<file path="config.mk">
export PLATFORM = sky130hd
export DESIGN_NAME = register_file
export DESIGN_NICKNAME = d
export VERILOG_FILES = /design/src/rtl/register_file.sv
export SDC_FILE = /design/constraint.sdc
export NUM_CORES = 2
export LEC_CHECK = 0
export BUFFER_PORTS_ARGS = -buffer_cell sky130_fd_sc_hd__buf_2
export CAP_MARGIN = 20
export CORE_ASPECT_RATIO = 1.4
export CORE_MARGIN = 5
export CORE_UTILIZATION = 26
export CTS_CLUSTER_DIAMETER = 80
export DETAILED_ROUTE_END_ITERATION = 7
export PLACE_DENSITY = 0.51
export SLEW_MARGIN = 20
export SYNTH_ARGS = -nofsm -noshare
export SYNTH_HDL_FRONTEND = slang
export SYNTH_SLANG_ARGS = --single-unit
</file>
<file path="constraint.sdc">
create_clock -name clk_in -period 2.67 [get_ports clk_in]
set_clock_uncertainty 0.15 [all_clocks]
set_input_delay 0.1335 -clock clk_in [delete_from_list [all_inputs] [get_ports clk_in]]
set_output_delay 0.1335 -clock clk_in [all_outputs]
set_load 0.005 [all_outputs]
</file>
<file path="src/rtl/register_file.sv">
// register_file
//   Architectural register file with rename tracking for an out-of-order core.
//   Each of the 32 entries holds a committed value, a busy flag and the ROB tag
//   of the in-flight producer. Register x0 is hard-wired to zero and never busy.
//
// Ports
//   clk_in            system clock, rising edge
//   rst_in            asynchronous active-low reset
//   rdy_in            ready; low freezes all state
//   issue_valid       decoder renames issue_rd this cycle
//   issue_rd          destination being renamed
//   issue_rob_idx     ROB entry that will produce issue_rd
//   query_rs1/rs2     source registers queried by the decoder
//   query_busy1/2     operand still pending in the ROB
//   query_tag1/2      producing ROB index (meaningful when busy)
//   query_val1/2      committed value (meaningful when not busy)
//   rob_set_idx       commit destination, 0 = no commit
//   rob_set_reg_val   commit value
//   rob_set_recorder  ROB index of the committing entry
//   clear             pipeline flush after branch mispredict
module register_file #(
  parameter int ROB_SIZE_BIT = 4
) (
  input  logic                    clk_in,
  input  logic                    rst_in,
  input  logic                    rdy_in,

  input  logic                    issue_valid,
  input  logic [4:0]              issue_rd,
  input  logic [ROB_SIZE_BIT-1:0] issue_rob_idx,

  input  logic [4:0]              query_rs1,
  input  logic [4:0]              query_rs2,
  output logic                    query_busy1,
  output logic                    query_busy2,
  output logic [ROB_SIZE_BIT-1:0] query_tag1,
  output logic [ROB_SIZE_BIT-1:0] query_tag2,
  output logic [31:0]             query_val1,
  output logic [31:0]             query_val2,

  input  logic [4:0]              rob_set_idx,
  input  logic [31:0]             rob_set_reg_val,
  input  logic [ROB_SIZE_BIT-1:0] rob_set_recorder,

  input  logic                    clear
);

  logic [31:0]             value_q [32];
  logic                    busy_q  [32];
  logic [ROB_SIZE_BIT-1:0] tag_q   [32];

  logic do_commit;
  logic do_issue;

  assign do_commit = rdy_in && !clear && (rob_set_idx != 5'd0);
  assign do_issue  = rdy_in && !clear && issue_valid && (issue_rd != 5'd0);

  // State update. Entry 0 is never written, so it stays at its reset value.
  // Issue is applied after commit so that a same-register rename wins over
  // the busy clear of a simultaneous commit.
  always_ff @(posedge clk_in or negedge rst_in) begin
    if (!rst_in) begin
      for (int unsigned i = 0; i < 32; i++) begin
        value_q[i] <= '0;
        busy_q[i]  <= 1'b0;
        tag_q[i]   <= '0;
      end
    end else if (rdy_in) begin
      if (clear) begin
        for (int unsigned i = 0; i < 32; i++) begin
          busy_q[i] <= 1'b0;
        end
      end else begin
        if (do_commit) begin
          value_q[rob_set_idx] <= rob_set_reg_val;
          if (busy_q[rob_set_idx] && (tag_q[rob_set_idx] == rob_set_recorder)) begin
            busy_q[rob_set_idx] <= 1'b0;
          end
        end
        if (do_issue) begin
          busy_q[issue_rd] <= 1'b1;
          tag_q[issue_rd]  <= issue_rob_idx;
        end
      end
    end
  end

  // Combinational read with same-cycle commit bypass. A same-cycle issue is
  // deliberately not visible here.
  logic [4:0]              rs     [2];
  logic                    q_busy [2];
  logic [ROB_SIZE_BIT-1:0] q_tag  [2];
  logic [31:0]             q_val  [2];

  assign rs[0] = query_rs1;
  assign rs[1] = query_rs2;

  always_comb begin
    for (int unsigned p = 0; p < 2; p++) begin
      q_busy[p] = 1'b0;
      q_tag[p]  = '0;
      q_val[p]  = '0;
      if (rs[p] != 5'd0) begin
        q_busy[p] = busy_q[rs[p]];
        q_tag[p]  = tag_q[rs[p]];
        q_val[p]  = value_q[rs[p]];
        if (busy_q[rs[p]] && (rob_set_idx == rs[p]) &&
            (rob_set_recorder == tag_q[rs[p]])) begin
          q_busy[p] = 1'b0;
          q_val[p]  = rob_set_reg_val;
        end
      end
    end
  end

  assign query_busy1 = q_busy[0];
  assign query_tag1  = q_tag[0];
  assign query_val1  = q_val[0];
  assign query_busy2 = q_busy[1];
  assign query_tag2  = q_tag[1];
  assign query_val2  = q_val[1];

endmodule
</file>
# After elaboration in Yosys (flattened, before gate mapping)
# Index checks and enable logic that the tools add are counted.
# totals
ff_bits	1184
latchBits	0
ramBits	0
mem_bits_ro	0
input_bits	65
out_inout_bits	74
elab_cells	183
mem_count	0
# classes
add_sub_neg	0
n_mul	0
n_div	0
order_cmp	6
eq_ne	5
n_shift	0
muxes	50
bitwise_logic	8
reduce_logical	18
# ops
op	count
$bwmux 1024	1
$mux 32	15
$bmux 32 s5	2
$demux 32 s5	1
$bwmux 128	1
$bmux 4 s5	3
$mux 4	9
$and 32x32->32	1
$not 32->32	1
$or 32x32->32	1
$ge 6x6->1 const B	4
$not 5->6	4
$demux 4 s5	1
$reduce_bool 5->1	4
$bmux 1 s5	3
$eq 4x4->1	3
$lt 6x1->1 const B	2
$mux 1	12
$logic_and 1x1->1	11
$demux 1 s5	2
$eq 5x5->1	2
$reduce_and 3->1	2
$logic_not 1->1	1
$not 1->1	1

# Logic depth before layout (Yosys ltp)
# logic_depth
word_depth	14
depth_mapped	13
mapped_depth_nobuf	7

# Worst setup path before layout
# No wires, ideal clock.
# synth_path
kind	input-to-output
from	input query_rs1[0]
to	output query_val1[10]
arrival_ns	2.655
required_ns	2.386
path_slack_ns	-0.268
cell_stages	8
path_cell_list	buf_2 > buf_2 > buf_2 > buf_1 > mux4_2 > mux4_2 > o211ai_1 > mux2i_1
# synth_via
elab_chain_len	8
# synth_rtl
element	line_no	rtl
start, declared	32	input logic [4:0] query_rs1,
$not 5->6 (implied by the code)	106, 107, 108	
$bmux 4 s5 or $bmux 1 s5 (tied branches)	108, 107	
$mux 4 (implied by the code) or $mux 1 (tied branches) (2 in a row)	108, 107	
$eq 4x4->1 or $logic_and 1x1->1 (tied branches)	108, 107	
$logic_and 1x1->1	107	if (busy_q[rs[p]] && (rob_set_idx == rs[p]) &&
$mux 32	107	
$mux 32 (*)	103	if (rs[p] != 5'd0) begin
end, declared	38	output logic [31:0] query_val1,
# Mark *: on every way between the ends. The rest lies on a longest branch, timed or not. The select of a mux whose other input is x is not followed.

# Worst setup path after layout
# layout_path
from	register tag_q[38] in the netlist's numbering
to	output query_val2[0]
# layout_via
elab_chain_len	7
# layout_rtl
element	line_no	rtl
start, declared	50	logic [ROB_SIZE_BIT-1:0] tag_q [32];
start signal, assigned by index	82	tag_q[issue_rd] <= issue_rob_idx;
$bmux 4 s5	108	(rob_set_recorder == tag_q[rs[p]])) begin
$mux 4 (implied by the code) (2 in a row)	108	
$eq 4x4->1	108	
$logic_and 1x1->1	107	
$mux 32	107	
$mux 32	103	
end, declared	39	output logic [31:0] query_val2,
# Every way passes these cells. The select of a mux whose other input is x is not followed.

==> impl_metrics.ini <==
[outcome]
status = finished with violations
violations = setup timing

[die]
die_w_um = 435
coreArea_mm2 = 0.251
start_util_pct = 26.1
fp-row-count = 218
io-pin-count = 139
dieArea_mm2 = 0.263
die_h_um = 604

[yosys]
synth_cell_types = 59
postSynthCellCount = 4143
syn_area_mm2 = 0.0656
ys_seq_elements = 1184
yosysWarnings = 0
ys.flop_type = dfrtp_1
synthesis.nets = 4208
post_synth.cell_area_avg_um2 = 15.8
ys_seq_area_share_pct = 45.1
synth-edff-count = 0
async_flop_share_pct = 100

[cts]
cts_tree = built
clk_pin_slew_ns = 0.07
clk_latency_ns = 0.76
cts_sinks = 1184
htree_levels = 3
numCtsBuffers = 118
cts_buffer_depth = 3
ctsRootBufferMaster = clkbuf_16

[pwr]
p_clk_share_pct = 36.8
p_total_uw = 49100
ir_drop_uv = 573
combinationalPowerShare_pct = 19.2
leakage_uw = 0.0357
seq_power_share_pct = 44.0
sw_frac_of_total_pct = 27.2
internal_power_uw = 35700
p_per_area_mw_per_mm2 = 612
p_switching_uw = 13400

[sta]
setup_viol = 104
setup_ws_ns = -1.35
rsz0062_at_grt = yes
fin_crit_sh_pct = 150
slew_headroom_pct = 32.7
clock.fmax_ghz = 0.249
max_slew.worst_pin.slew_ns = 1.01
slew_violations = 0
min_period_ns = 4.02
finalHoldViolations = 0

[placement]
dp.final_hpwl_um = 155000
gp_congestion = 0.824
port_buffers = 138
post-place-ws_ns = -1.17

[critical_path]
endpoint_kind = output port
start_kind = flop
worstPathArrival_ns = 3.73
critPathKind = reg -> out
cp_data_required_time_ns = 2.39
r2r_slack_ns = -0.56
crit_path_max_fanout = 11

[grt]
grt_max_degree = 120
grtUsageMet1_pct = 22.1
overflow = 0
grt.met3_usage_pct = 2.57
grt_pass1_vias = 44600
antenna_found_initial = 13
grt_usage_pct = 17.8
grt_use_met2_pct = 31.7
top_usage_layer = met2
grt_pass1_wl_um = 340000

[routing]
antenna_left = 0
wirelength_um = 236000
num_vias = 41700
drt_iter0_markers = 2993
routedWlPerCell_um = 29.8
drt_first_pass_iters = 5
routed_via_density = 5.27
drcViolationCount = 0

[flow_run]
maxCapViolCount = 0

[cells_and_area]
final_common_cell = dfrtp_1
drive_gt1_share_pct = 51.2
layout.nets = 4568
areaGrowthSynthToFinish_pct = 22.2
final_cell_mix = 1183 x dfrtp_1, 754 x mux4_2, 566 x mux2_2

[min_path]
holdCritPathClass = in -> reg
-- cells by family (layout without fill, tap and decap cells) --
family	after synthesis	in the layout	share of synthesized area [%]
DFF	1184	1184	45.1
and+or+nand+nor	257	257	2.06
buffers and inverters	503	960	3.26
xor gates and xnor gates	19	19	0.254
muxes	1973	1973	46.9
other	0	9	0
AOI/OAI and AO/OA	207	207	2.40
-- worst paths after layout --
path	endpoint	cells after the start	start
setup / recovery	query_val2[0]	11	tag_q[38]
hold / removal	busy_q[27]	7	rob_set_recorder[1]
setup reg to reg	busy_q[18]	13	tag_q[0]
hold reg to reg	value_q[1007]	0	value_q[1007]
max in group asynchronous	value_q[461]	5	rst_in
min in group asynchronous	value_q[188]	4	rst_in
-- power groups by stage --
stage / combinational [uW] / sequential (uW) / clock, uW
finish: 9410 / 21600 / 18100
global route: 10100 / 21900 / 19100
CTS: 9480 / 21600 / 18600
detailed placement: 9230 / 21900 / 0
global placement: 9090 / 21700 / 0
floorplan: 6000 / 21400 / 0
-- area by class of cell --
| type | count | area (um2) |
|---|---|---|
| Inverter | 20 | 81.3 |
| Fill cell | 24600 | 171000 |
| Timing Repair Buffer | 723 | 7350 |
| Tap cell | 3300 | 4130 |
| Clock buffer | 170 | 3450 |
| Sequential cell | 1184 | 29600 |
| Antenna cell | 9 | 22.5 |
| Clock inverter | 47 | 694 |
| Multi-Input combinational cell | 2456 | 34900 |
-- what timing repair did --
item	CTS	global route
resized for setup	94	79
setup buffers	21	8
endpoints found under the hold margin	2267	0
cloned	5	0
hold buffers	49	0
pin swaps	28	34
setup endpoints to repair	105	106
-- critical path, stage by stage, from the launching register on --
cell and delay (ns):
dfrtp_1 0.39, mux4_2 0.50, a22oi_2 0.17, nand4_1 0.13, buf_6 0.16, xnor2_4 0.17, buf_6 0.14, nand3_4 0.11
or4_4 0.62, buf_12 0.20, o211a_1 0.24, buf_2 0.13
-- per-stage QoR --
step	cells	utilization, %	setup TNS, ns	area (um2)	hold WS, ns
5_1_grt	7907	31.9	-110.74	80200	0.0984
6_report	7909	31.9	-99.44	80200	0.0944
3_3_place_gp	7608	29.6	-74.22	74400	-0.0320
2_1_floorplan	4143	-	-0.796	65900	-0.312
3_5_place_dp	7608	29.6	-82.62	74400	-0.0320
4_1_cts	7899	31.7	-102.34	79800	0.0739
-- flip-flops by register name (all words and copies together) (netlist names) --
| register | cells |
|---|---|
| value_q | 1024 |
| tag_q | 128 |
| busy_q | 32 |
-- synthesized netlist by cell type (5+ instances only) --
| library cell | instances | area share (%) |
|---|---|---|
| inv_1 | 19 | 0.11 |
| dfrtp_1 | 1184 | 45 |
| o211a_1 | 32 | 0.49 |
| a22oi_1 | 9 | 0.10 |
| buf_2 | 109 | 0.83 |
| clkbuf_1 | 262 | 1.5 |
| a21oi_1 | 11 | 0.084 |
| o31ai_1 | 11 | 0.13 |
| nor3b_1 | 9 | 0.10 |
| o21ai_0 | 23 | 0.18 |
| and3_1 | 8 | 0.076 |
| nor2_1 | 48 | 0.27 |
| buf_4 | 10 | 0.11 |
| nand3_1 | 11 | 0.084 |
| or2_2 | 35 | 0.33 |
| nand3b_1 | 7 | 0.080 |
| a31oi_1 | 18 | 0.17 |
| and3b_1 | 6 | 0.080 |
| mux4_1 | 15 | 0.60 |
| nor4_1 | 9 | 0.086 |
| and2_1 | 5 | 0.048 |
| nor3_1 | 7 | 0.053 |
| mux4_2 | 749 | 26 |
| buf_6 | 8 | 0.14 |
| nand2_1 | 74 | 0.42 |
| nor2b_1 | 11 | 0.10 |
| mux2_2 | 569 | 9.8 |
| mux2_1 | 554 | 9.5 |
| buf_1 | 93 | 0.53 |
| xor2_1 | 11 | 0.15 |
| mux2i_1 | 86 | 1.3 |
| o211ai_1 | 32 | 0.37 |
| xnor2_1 | 8 | 0.11 |
| a21boi_1 | 9 | 0.10 |
| o41ai_1 | 32 | 0.43 |
| o22ai_1 | 9 | 0.086 |
-- per-layer routing --
layer  up-vias  routed length [um]
met4         4                9070
met2      1074              122000
met1     23200               94800
li1      17100                   -
met3       345               10000
met5         -                  27
Note: power is estimated with default switching activity, not from simulation.
